--- config.mk ---
export PLATFORM = sky130hd
export DESIGN_NAME = wb_arbiter2_flat
export DESIGN_NICKNAME = d
export VERILOG_FILES = /design/src/rtl/wb_pkg.sv /design/src/rtl/wb_arbiter2_if.sv /design/src/rtl/wb_watchdog.sv /design/src/rtl/wb_arbiter2.sv /design/src/flat_wrapper.sv
export SDC_FILE = /design/constraint.sdc
export NUM_CORES = 1
export LEC_CHECK = 0
export ABC_AREA = 1
export ABC_CLOCK_PERIOD_IN_PS = 3300
export BUFFER_PORTS_ARGS = -buffer_cell sky130_fd_sc_hd__buf_2
export CAP_MARGIN = 10
export CORE_AREA = 2 2 120 122
export CTS_CLUSTER_DIAMETER = 30
export DETAILED_ROUTE_END_ITERATION = 8
export DIE_AREA = 0 0 122 124
export MAX_ROUTING_LAYER = met4
export PLACE_DENSITY = 0.51
export SETUP_SLACK_MARGIN = 0.02
export SLEW_MARGIN = 0
export SYNTH_ARGS = -nofsm -noshare
export SYNTH_HDL_FRONTEND = slang
export SYNTH_SLANG_ARGS = --single-unit
--- constraint.sdc ---
create_clock -name clock -period 3.3 [get_ports clock]
set_input_delay 0 -clock clock [delete_from_list [all_inputs] [get_ports clock]]
set_output_delay 0 -clock clock [all_outputs]
set_load 0.01 [all_outputs]
--- src/rtl/wb_pkg.sv ---
`default_nettype none
// ============================================================================
// Module      : wb_pkg
// Description : Shared types and defaults for the two-master Wishbone
//               arbiter and its bus watchdog.
// Revision    : 1.0 - initial release
// ============================================================================
package wb_pkg;

   // Arbiter state: idle, or granted to master 0 / master 1
   typedef enum logic [1:0] {
      ST_IDLE = 2'd0,
      ST_G0   = 2'd1,
      ST_G1   = 2'd2
   } state_t;

   localparam int DEFAULT_ADDR_WIDTH = 32;
   localparam int DEFAULT_DATA_WIDTH = 32;
   localparam int WD_WIDTH           = 16;

   // One-hot grant vector for the debug LEDs; 2'b00 while idle
   function automatic logic [1:0] grant_onehot(input state_t st);
      grant_onehot = {st == ST_G1, st == ST_G0};
   endfunction

endpackage : wb_pkg
`default_nettype wire

--- src/rtl/wb_arbiter2_if.sv ---
`default_nettype none
// ============================================================================
// Module      : wb_arbiter2_if
// Description : Bundle of both master ports, the slave port and the grant
//               debug vector of the two-master Wishbone arbiter.
//               'slave' is the arbiter's view, 'master' the surrounding
//               system's view.
// Revision    : 1.0 - initial release
// ============================================================================
interface wb_arbiter2_if
   import wb_pkg::*;
#(
   parameter int ADDR_WIDTH = DEFAULT_ADDR_WIDTH,
   parameter int DATA_WIDTH = DEFAULT_DATA_WIDTH
);

   // master 0
   logic [ADDR_WIDTH-1:0] m0_addr_i;
   logic [DATA_WIDTH-1:0] m0_data_i;
   logic                  m0_cyc_i;
   logic                  m0_stb_i;
   logic                  m0_we_i;
   logic [DATA_WIDTH-1:0] m0_data_o;
   logic                  m0_ack_o;
   logic                  m0_err_o;

   // master 1
   logic [ADDR_WIDTH-1:0] m1_addr_i;
   logic [DATA_WIDTH-1:0] m1_data_i;
   logic                  m1_cyc_i;
   logic                  m1_stb_i;
   logic                  m1_we_i;
   logic [DATA_WIDTH-1:0] m1_data_o;
   logic                  m1_ack_o;
   logic                  m1_err_o;

   // shared slave
   logic [ADDR_WIDTH-1:0] s_addr_o;
   logic [DATA_WIDTH-1:0] s_data_o;
   logic                  s_cyc_o;
   logic                  s_stb_o;
   logic                  s_we_o;
   logic [DATA_WIDTH-1:0] s_data_i;
   logic                  s_ack_i;

   logic [1:0]            grant_o;

   modport slave (
      input  m0_addr_i, m0_data_i, m0_cyc_i, m0_stb_i, m0_we_i,
      output m0_data_o, m0_ack_o, m0_err_o,
      input  m1_addr_i, m1_data_i, m1_cyc_i, m1_stb_i, m1_we_i,
      output m1_data_o, m1_ack_o, m1_err_o,
      output s_addr_o, s_data_o, s_cyc_o, s_stb_o, s_we_o,
      input  s_data_i, s_ack_i,
      output grant_o
   );

   modport master (
      output m0_addr_i, m0_data_i, m0_cyc_i, m0_stb_i, m0_we_i,
      input  m0_data_o, m0_ack_o, m0_err_o,
      output m1_addr_i, m1_data_i, m1_cyc_i, m1_stb_i, m1_we_i,
      input  m1_data_o, m1_ack_o, m1_err_o,
      input  s_addr_o, s_data_o, s_cyc_o, s_stb_o, s_we_o,
      output s_data_i, s_ack_i,
      input  grant_o
   );

endinterface : wb_arbiter2_if
`default_nettype wire

--- src/rtl/wb_watchdog.sv ---
`default_nettype none
// ============================================================================
// Module      : wb_watchdog
// Description : Bus watchdog. Counts strobed cycles without ack and emits a
//               registered one-cycle err pulse on the cycle that would be
//               the TIMEOUT_CYCLES-th such cycle.
// Revision    : 1.0 - initial release
// ============================================================================
module wb_watchdog
   import wb_pkg::*;
#(
   parameter int TIMEOUT_CYCLES = 255
) (
   input  logic clock,
   input  logic reset,
   input  logic active,   // strobed cycle on the slave
   input  logic ack,      // slave acknowledged this cycle
   input  logic clear,    // owner changes this cycle
   output logic err
);

   // count holds the number of earlier stalled cycles, so count == LIMIT
   // in an active cycle means this is stalled cycle TIMEOUT_CYCLES-1 and the
   // next cycle must carry the error instead of another strobe.
   localparam logic [WD_WIDTH-1:0] LIMIT = WD_WIDTH'(TIMEOUT_CYCLES - 2);

   logic [WD_WIDTH-1:0] count;
   logic                fire;

   assign fire = active && !ack && !clear && (count == LIMIT);

   // Stall counter and err pulse; ack, err and owner change restart the count
   always_ff @(posedge clock) begin
      if (reset) begin
         count <= '0;
         err   <= 1'b0;
      end else begin
         err <= fire;
         if (ack || err || clear) begin
            count <= '0;
         end else if (active) begin
            count <= count + WD_WIDTH'(1);
         end
      end
   end

endmodule : wb_watchdog
`default_nettype wire

--- src/rtl/wb_arbiter2.sv ---
`default_nettype none
// ============================================================================
// Module      : wb_arbiter2
// Description : Two-master, one-slave Wishbone classic arbiter. Round-robin
//               on ties, grant held for the whole bus cycle, watchdog err
//               returned to the owner if the slave stops acking.
// Revision    : 1.0 - initial release
// ============================================================================
module wb_arbiter2
   import wb_pkg::*;
#(
   parameter int ADDR_WIDTH     = DEFAULT_ADDR_WIDTH,
   parameter int DATA_WIDTH     = DEFAULT_DATA_WIDTH,
   parameter int TIMEOUT_CYCLES = 255
) (
   input  logic          clock,
   input  logic          reset,
   wb_arbiter2_if.slave  bus
);

   state_t                state;
   state_t                state_next;
   logic                  last;         // 0: master 0 was granted last
   logic                  wd_err;
   logic                  granted_cyc;
   logic                  granted_stb;
   logic                  granted_we;
   logic [ADDR_WIDTH-1:0] granted_addr;
   logic [DATA_WIDTH-1:0] granted_data;
   logic                  slave_cyc;
   logic                  slave_stb;

   // State register and last-winner flag; reset favours master 0 on a tie
   always_ff @(posedge clock) begin
      if (reset) begin
         state <= ST_IDLE;
         last  <= 1'b1;
      end else begin
         state <= state_next;
         if (state_next == ST_G0) begin
            last <= 1'b0;
         end else if (state_next == ST_G1) begin
            last <= 1'b1;
         end
      end
   end

   // Next grant and owner mux; owner keeps the bus until its cyc drops
   always_comb begin
      state_next   = state;
      granted_cyc  = bus.m0_cyc_i;
      granted_stb  = bus.m0_stb_i;
      granted_we   = bus.m0_we_i;
      granted_addr = bus.m0_addr_i;
      granted_data = bus.m0_data_i;

      if (state == ST_G1) begin
         granted_cyc  = bus.m1_cyc_i;
         granted_stb  = bus.m1_stb_i;
         granted_we   = bus.m1_we_i;
         granted_addr = bus.m1_addr_i;
         granted_data = bus.m1_data_i;
      end

      case (state)
         ST_IDLE: begin
            if (bus.m0_cyc_i && bus.m1_cyc_i) begin
               state_next = last ? ST_G0 : ST_G1;
            end else if (bus.m0_cyc_i) begin
               state_next = ST_G0;
            end else if (bus.m1_cyc_i) begin
               state_next = ST_G1;
            end
         end
         ST_G0: begin
            if (!bus.m0_cyc_i) begin
               state_next = bus.m1_cyc_i ? ST_G1 : ST_IDLE;
            end
         end
         ST_G1: begin
            if (!bus.m1_cyc_i) begin
               state_next = bus.m0_cyc_i ? ST_G0 : ST_IDLE;
            end
         end
         default: state_next = ST_IDLE;
      endcase
   end

   assign slave_cyc = (state != ST_IDLE) && granted_cyc;
   assign slave_stb = slave_cyc && granted_stb && !wd_err;

   wb_watchdog #(
      .TIMEOUT_CYCLES (TIMEOUT_CYCLES)
   ) u_watchdog (
      .clock  (clock),
      .reset  (reset),
      .active (slave_cyc && slave_stb),
      .ack    (bus.s_ack_i),
      .clear  (state_next != state),
      .err    (wd_err)
   );

   assign bus.s_addr_o  = granted_addr;
   assign bus.s_data_o  = granted_data;
   assign bus.s_we_o    = slave_cyc && granted_we;
   assign bus.s_cyc_o   = slave_cyc;
   assign bus.s_stb_o   = slave_stb;

   assign bus.m0_ack_o  = bus.s_ack_i && (state == ST_G0);
   assign bus.m1_ack_o  = bus.s_ack_i && (state == ST_G1);
   assign bus.m0_err_o  = wd_err && (state == ST_G0);
   assign bus.m1_err_o  = wd_err && (state == ST_G1);
   assign bus.m0_data_o = (state == ST_G0) ? bus.s_data_i : '0;
   assign bus.m1_data_o = (state == ST_G1) ? bus.s_data_i : '0;

   assign bus.grant_o   = grant_onehot(state);

endmodule : wb_arbiter2
`default_nettype wire

--- src/flat_wrapper.sv ---
// flat-port wrapper written by rule: the top's interface ports become plain ports
module wb_arbiter2_flat import wb_pkg::*;
#(
   parameter int ADDR_WIDTH     = DEFAULT_ADDR_WIDTH,
   parameter int DATA_WIDTH     = DEFAULT_DATA_WIDTH,
   parameter int TIMEOUT_CYCLES = 255
)
  (clock, reset, bus_m0_addr_i, bus_m0_data_i, bus_m0_cyc_i, bus_m0_stb_i, bus_m0_we_i, bus_m0_data_o, bus_m0_ack_o, bus_m0_err_o, bus_m1_addr_i, bus_m1_data_i, bus_m1_cyc_i, bus_m1_stb_i, bus_m1_we_i, bus_m1_data_o, bus_m1_ack_o, bus_m1_err_o, bus_s_addr_o, bus_s_data_o, bus_s_cyc_o, bus_s_stb_o, bus_s_we_o, bus_s_data_i, bus_s_ack_i, bus_grant_o);
  wb_arbiter2_if #(.ADDR_WIDTH(ADDR_WIDTH), .DATA_WIDTH(DATA_WIDTH)) bus_i ();
  input  logic clock;
  input  logic reset;
  input wire logic [$bits(bus_i.m0_addr_i)-1:0] bus_m0_addr_i;
  input wire logic [$bits(bus_i.m0_data_i)-1:0] bus_m0_data_i;
  input wire logic [$bits(bus_i.m0_cyc_i)-1:0] bus_m0_cyc_i;
  input wire logic [$bits(bus_i.m0_stb_i)-1:0] bus_m0_stb_i;
  input wire logic [$bits(bus_i.m0_we_i)-1:0] bus_m0_we_i;
  output wire logic [$bits(bus_i.m0_data_o)-1:0] bus_m0_data_o;
  output wire logic [$bits(bus_i.m0_ack_o)-1:0] bus_m0_ack_o;
  output wire logic [$bits(bus_i.m0_err_o)-1:0] bus_m0_err_o;
  input wire logic [$bits(bus_i.m1_addr_i)-1:0] bus_m1_addr_i;
  input wire logic [$bits(bus_i.m1_data_i)-1:0] bus_m1_data_i;
  input wire logic [$bits(bus_i.m1_cyc_i)-1:0] bus_m1_cyc_i;
  input wire logic [$bits(bus_i.m1_stb_i)-1:0] bus_m1_stb_i;
  input wire logic [$bits(bus_i.m1_we_i)-1:0] bus_m1_we_i;
  output wire logic [$bits(bus_i.m1_data_o)-1:0] bus_m1_data_o;
  output wire logic [$bits(bus_i.m1_ack_o)-1:0] bus_m1_ack_o;
  output wire logic [$bits(bus_i.m1_err_o)-1:0] bus_m1_err_o;
  output wire logic [$bits(bus_i.s_addr_o)-1:0] bus_s_addr_o;
  output wire logic [$bits(bus_i.s_data_o)-1:0] bus_s_data_o;
  output wire logic [$bits(bus_i.s_cyc_o)-1:0] bus_s_cyc_o;
  output wire logic [$bits(bus_i.s_stb_o)-1:0] bus_s_stb_o;
  output wire logic [$bits(bus_i.s_we_o)-1:0] bus_s_we_o;
  input wire logic [$bits(bus_i.s_data_i)-1:0] bus_s_data_i;
  input wire logic [$bits(bus_i.s_ack_i)-1:0] bus_s_ack_i;
  output wire logic [$bits(bus_i.grant_o)-1:0] bus_grant_o;
  assign bus_i.m0_addr_i = bus_m0_addr_i;
  assign bus_i.m0_data_i = bus_m0_data_i;
  assign bus_i.m0_cyc_i = bus_m0_cyc_i;
  assign bus_i.m0_stb_i = bus_m0_stb_i;
  assign bus_i.m0_we_i = bus_m0_we_i;
  assign bus_m0_data_o = bus_i.m0_data_o;
  assign bus_m0_ack_o = bus_i.m0_ack_o;
  assign bus_m0_err_o = bus_i.m0_err_o;
  assign bus_i.m1_addr_i = bus_m1_addr_i;
  assign bus_i.m1_data_i = bus_m1_data_i;
  assign bus_i.m1_cyc_i = bus_m1_cyc_i;
  assign bus_i.m1_stb_i = bus_m1_stb_i;
  assign bus_i.m1_we_i = bus_m1_we_i;
  assign bus_m1_data_o = bus_i.m1_data_o;
  assign bus_m1_ack_o = bus_i.m1_ack_o;
  assign bus_m1_err_o = bus_i.m1_err_o;
  assign bus_s_addr_o = bus_i.s_addr_o;
  assign bus_s_data_o = bus_i.s_data_o;
  assign bus_s_cyc_o = bus_i.s_cyc_o;
  assign bus_s_stb_o = bus_i.s_stb_o;
  assign bus_s_we_o = bus_i.s_we_o;
  assign bus_i.s_data_i = bus_s_data_i;
  assign bus_i.s_ack_i = bus_s_ack_i;
  assign bus_grant_o = bus_i.grant_o;
  wb_arbiter2 #(.ADDR_WIDTH(ADDR_WIDTH), .DATA_WIDTH(DATA_WIDTH), .TIMEOUT_CYCLES(TIMEOUT_CYCLES)) u_core (.clock(clock), .reset(reset), .bus(bus_i));
endmodule
==> results.tsv, run 1 <==
metric	value	unit
Detail Route Antenna Nets	0	
clock latency at the later pin of the worst-skew pair	250	ps
nets	995	
number of max-cap violations	0	
post-synthesis xor/xnor area fraction	2.41	%
synthesized flop and latch total	20	
hpwl dp	10.8	mm
setup TNS	0	ps
Inst Count DP	997	
DRT iter0 DRCs	197	
Hold Vio Cnt, Final	0	
root buf cell	clkbuf_16	
# H-tree levels	1	
cts bufs inserted	3	
Port Buffers	305	
crit-path cells	inv_2 > nand2_4 > nand2_1 > nand2_1 > nand3_2 > inv_2 > buf_2	
total die area	0.0151	mm²
HP Class	input pin to flop	
Multi-input gate area	0.00179	mm²
Tcrit/Tclk final	71.1	%
Async SR Flop Fraction	0	%
Final min period	2350	ps
post_cts resized	0	
main combinational cell family by area after synthesis	simple AND/OR/NAND/NOR gates	
total power draw	1120	µW
CP Max Fanout	54	
run status	finished, final reports clean	
share of layout cells above drive strength 1	40.5	%
Die Y	124	µm
Synth Area in Adders	1.47	%
crit path capture type	output port	
multiplexer area fraction after synthesis	0	%
Routability Congestion	0.793	
Core ar.	0.0137	mm²
clock buffer depth	2	
Starting Density	18.5	%
Layout area overhead	69.1	%
slowest stage cell, crit path	nand2_4	
critical path arrival	2350	ps
max-slew violations	0	
simple logic cell fraction of the synthesized area	62.0	%
Mapped Cells	534	
io pins	306	
CP Class	flop to output port	
DIE WIDTH	122	µm
pwr dens	260	mW/mm²
total gr overflow	0	
crit start category	flop	
count of final setup violators	0	
Worst VDD drop	0.000173	V
Finished Layout Cells	1005	
vias per std cell	3.90	
Reg area	400	µm²
Mapped Area	0.00254	mm²
Slew headroom	54.1	%
average cell area after synthesis	4.77	µm²
post-synth cell types	28	
clock sinks	20	
Post-synth EDFFs	0	
routed vias	3923	
final WL	13.1	mm
CTS tree	done	
post-synthesis sequential area ratio	15.7	%
WP data required	3300	ps
Fill cells	1606	
Yosys Warn Count	0	
1st-pass router iterations	4	
WL/cell	13.1	µm
clock skew	1.59	ps
Synth Area in Compound Gates	4.23	%
syn_nets	706	
total routing usage reported by global routing	16.1	%
largest net degree at the start of global routing	67	
Max stage delay on crit path	440	ps
DRC	0	
RSZ-0062 raised after global routing	no	
fmax	426	MHz
Worst-path clk slew	60	ps
first-pass GRT wire length	18.6	mm
Row Count	43	
Leak	0.00278	µW
Top FF cell, synth	dfxtp_1	
vias in the first global route	3464	
initial antenna violation count	3	
Slew @ Worst Pin	689	ps
[cell usage after synthesis, types with 2 or more instances]
master,instances,area share (%)
nand3_1,10,2.0
clkbuf_1,11,1.6
xor2_1,2,0.69
nor3_1,2,0.39
a21oi_1,5,0.98
nor2_1,97,14
nand2_2,3,0.74
xnor2_1,5,1.7
nand3_2,2,0.79
ha_1,3,1.5
nand2_1,269,40
o21ai_0,6,1.2
o21bai_1,3,0.88
buf_2,8,1.6
nand4_1,3,0.74
buf_1,4,0.59
inv_2,3,0.44
nor2_2,10,2.5
dfxtp_1,20,16
inv_1,60,8.8
[placed cells by master (no fill, tap or decap), drive strengths merged]
cell type    netlist  layout
nand3b             1       1
diode              0       3
o21ai              8       8
dlygate4sd3        0       1
nand4              3       3
o21bai             3       3
nand2            273     273
nor4               1       1
inv               63      63
nor3               2       2
clkbuf            11       4
xnor2              5       5
a21oi              6       6
xor2               2       2
buf               14     308
nor2             107     107
dfxtp             20      20
nand3             12      12
ha                 3       3
[state kept, by name, indices dropped and copies added (netlist names)]
| signal | count |
|---|---|
| u_core.u_watchdog.count | 16 |
| u_core.state | 2 |
| u_core.last | 1 |
| u_core.u_watchdog.err | 1 |
[through the flow]
| stage | util [%] | cell area (µm²) | hold slack, ps | setup WS [ps] |
|---|---|---|---|---|
| 2_1_floorplan | - | 2540 | 72.4 | 1870 |
| 3_3_place_gp | 30.6 | 4200 | 217 | 1020 |
| 3_5_place_dp | 30.6 | 4200 | 220 | 1000 |
| 4_1_cts | 31.3 | 4300 | 127 | 895 |
| 5_1_grt | 31.4 | 4300 | 141 | 616 |
| 6_report | 31.4 | 4300 | 127 | 953 |
[worst paths after layout]
path                         from                          to  slack (ps)  cells after the start
setup / recovery  u_core.state[0]                 bus_s_stb_o         950                      7
hold reg to reg       u_core.last                 u_core.last         510                      2
setup reg to reg  u_core.state[0]  u_core.u_watchdog.count[5]        1050                      9
hold / removal       bus_m0_cyc_i             u_core.state[0]         130                      3
[cells by family after synthesis]
| logic type | after synthesis |
|---|---|
| adders and majority gates | 3 |
| xor gates and xnor gates | 7 |
| AOI/OAI and AO/OA | 17 |
| and+or+nand+nor | 399 |
| DFF | 20 |
| buffers and inverters | 88 |
[routing by layer]
| metal | vias to the layer above | routed length (µm) | track usage (%) |
|---|---|---|---|
| met1 | 1651 | 5500 | 19.5 |
| met3 | 10 | 1090 | 3.89 |
| met5 | - | 0 | - |
| li1 | 2142 | - | - |
| met2 | 120 | 6430 | 27.6 |
| met4 | 0 | 118 | 2.73 |
[layout make-up]
cell class	count	share of cell area, %
flip-flops and latches	20	9.31
multi-input cells	426	41.5
diodes	3	0.174
inverters	63	5.50
repair buffers	309	36.2
clock buffers	4	2.06
well taps	180	5.23
[timing repair]
item,4_1_cts,5_1_grt
hold buffers,1,0
endpoints found under the hold margin,2,0
endpoints found under the setup margin,0,0
buffers inserted,0,0
[where the power goes]
group          internal, µW  switching, µW
Combinational           235            354
Sequential              247           5.72
Clock                   185           90.9
[critical path: cells and delay by family (launching register included)]
| kind | cells | cell delay, ps |
|---|---|---|
| simple gates | 4 | 1050 |
| buf+inv | 3 | 610 |
| flops | 1 | 430 |
Note: power is estimated with default switching activity, not from simulation.
==> run 2, diff against run 1 <==
--- a/config.mk
+++ b/config.mk
@@ -6,7 +6,7 @@
 export NUM_CORES = 1
 export LEC_CHECK = 0
 export ABC_AREA = 1
-export ABC_CLOCK_PERIOD_IN_PS = 3300
+export ABC_CLOCK_PERIOD_IN_PS = 2300
 export BUFFER_PORTS_ARGS = -buffer_cell sky130_fd_sc_hd__buf_2
 export CAP_MARGIN = 10
 export CORE_AREA = 2 2 120 122
==> constraint.sdc (replaced) <==
create_clock -name clock -period 2.3 [get_ports clock]
set_input_delay 0 -clock clock [delete_from_list [all_inputs] [get_ports clock]]
set_output_delay 0 -clock clock [all_outputs]
set_load 0.01 [all_outputs]
==> run 2 against run 1 <==
Effect of this change: global-route usage barely moved; count of clock-buffer cells in the layout fell by 1; first-iteration DRC count rose by 10%; sequential share of layout area barely moved; sequential power rose by 44%; core utilization barely moved; cell count barely moved; worst hold slack got worse by 0.91 ps; clock skew rose by 4.6 ps; die area did not move; register-to-register slack got worse by 400 ps; largest cell class unchanged; largest power group unchanged.
==> results.tsv, run 2 (same netlist as run 1, synthesis figures left out) <==
metric	value	unit	change
run status	finished, final reports clean		
io pins	306		unchanged
RSZ-0062 raised after global routing	no		
count of final setup violators	0		unchanged
fmax	529	MHz	
hpwl dp	11.0	mm	+1.6%
CTS tree	done		
total die area	0.0151	mm²	unchanged
routed vias	4039		+3.0%
Hold Crit Depth	3		unchanged
max reg flops	16		unchanged
critical path arrival	1890	ps	-460 ps
root buf cell	clkbuf_16		
most frequent CP cell	nand2_1		
share of layout cells above drive strength 1	40.6	%	+0.072 points
Worst Hold Launch	bus_m0_cyc_i		
Reg2Reg Depth	9		unchanged
Starting Density	18.5	%	unchanged
WHS Endpoint	u_core.state[0]		
clock sinks	20		unchanged
Slew headroom	50.8	%	-3.3 points
clock latency at the later pin of the worst-skew pair	250	ps	about the same
Max stage delay on crit path	600	ps	+160 ps
final WL	13.3	mm	+1.3%
Leak	0.00279	µW	about the same
Post-DP Area	0.00421	mm²	+0.36%
total gr overflow	0		unchanged
Worst VDD drop	0.000241	V	+40%
total power draw	1560	µW	+40%
r2r setup slk	650	ps	-400 ps
CP Max Fanout	70		+30%
# H-tree levels	1		unchanged
Slew @ Worst Pin	738	ps	+48.9 ps
Final Instance Area	0.00430	mm²	about the same
Port Buffers	305		unchanged
WL/cell	13.2	µm	+1.2%
total routing usage reported by global routing	16.1	%	-0.038 points
slowest stage cell, crit path	buf_4		
biggest regs	u_core.u_watchdog.count x16, u_core.state x2		
commonest non-fill, non-tap cell in the layout	buf_2		
worst hold slack	126	ps	-0.911 ps
Row Count	43		unchanged
Crit Reg-Reg Endpoint	u_core.u_watchdog.count[1]		
clock buffer depth	2		unchanged
post_cts resized	0		unchanged
number of max-cap violations	0		unchanged
vias per std cell	4.01		+2.9%
FF-to-FF Start	u_core.state[0]		
Fill cells	1624		+1.1%
Final min period	1890	ps	
crit start category	flop		
cts bufs inserted	3		unchanged
pwr dens	363	mW/mm²	+40%
Core Util, Final	31.4	%	about the same
crit-path cells	inv_2 > nand2_4 > buf_4 > nand2_1 > nand2_1 > nand2_1 > inv_1 > buf_2		
crit path capture type	output port		
nets	997		+0.20%
WP data required	2300	ps	-1000 ps
DRC	0		unchanged
Worst-path clk slew	50	ps	about the same
Hold Vio Cnt, Final	0		unchanged
Layout area overhead	69.1	%	about the same
largest net degree at the start of global routing	71		+6.0%
DRT iter0 DRCs	217		+10%
initial antenna violation count	3		unchanged
vias in the first global route	3426		-1.1%
most frequent cells in the layout	buf_2 (305), nand2_1 (269), nor2_1 (97)		
first-pass GRT wire length	18.6	mm	unchanged
HP Class	input pin to flop		
setup TNS	0	ps	unchanged
Core ar.	0.0137	mm²	unchanged
Die Y	124	µm	unchanged
Biggest register	u_core.u_watchdog.count		
max-slew violations	0		unchanged
Routability Congestion	0.815		+2.7%
Tcrit/Tclk final	82.3	%	
Detail Route Antenna Nets	0		unchanged
CP Class	flop to output port		
DIE WIDTH	122	µm	unchanged
1st-pass router iterations	4		unchanged
clock skew	6.23	ps	+4.65 ps
-- run 2: worst max-delay path, delay by kind of cell (launching register included) --
family / cells / cell delay [ps]
buffers and inverters: 4 / 860
flip-flops: 1 / 410
AND/OR/NAND/NOR: 4 / 380
-- run 2: final cells by class --
| class | count | area [µm²] | share of cell area (%) |
|---|---|---|---|
| Multi-Input combinational cell | 426 | 1790 | 41.5 |
| Timing Repair Buffer | 311 | 1570 | 36.6 |
| Sequential cell | 20 | 400 | 9.30 |
| Inverter | 63 | 236 | 5.49 |
| Tap cell | 180 | 225 | 5.23 |
| Clock buffer | 3 | 75.1 | 1.74 |
| Antenna cell | 3 | 7.51 | 0.174 |
-- run 2: per-stage QoR --
stage          cells  setup WS, ps
4_1_cts         1003           374
3_5_place_dp     999           647
3_3_place_gp     999           638
6_report        1006           408
2_1_floorplan    534           870
5_1_grt         1006           261
-- run 2: power breakdown --
part | switching [µW] | internal (µW)
Sequential | 7.57 | 354
Clock | 123 | 229
Combinational | 509 | 341
Total | 640 | 925
-- run 2: worst max-delay path by stage --
stage | startpoint | to | slack, ps | cells after the start
3_5_place_dp | u_core.state[0] | u_core.u_watchdog.count[1] | 650 | 9
5_1_grt | u_core.state[0] | bus_s_addr_o[17] | 260 | 6
6_report | u_core.state[0] | bus_s_we_o | 410 | 8
3_3_place_gp | u_core.state[0] | bus_s_data_o[26] | 640 | 7
4_1_cts | u_core.state[0] | bus_s_we_o | 370 | 8
2_1_floorplan | u_core.state[0] | u_core.last | 870 | 10
-- run 2: per-layer routing --
metal	share of wire [%]	global-route usage [%]	vias to the layer above
li1	-	-	2145
met1	41	19.5	1743
met2	50	28.0	137
met3	7.8	2.66	14
met4	1.6	3.74	0
met5	0	-	-
-- run 2: what timing repair did --
item | CTS | global route
hold endpoints to repair | 3 | 0
hold buffers | 1 | 0
buffers inserted | 0 | 0
endpoints found under the setup margin | 0 | 0
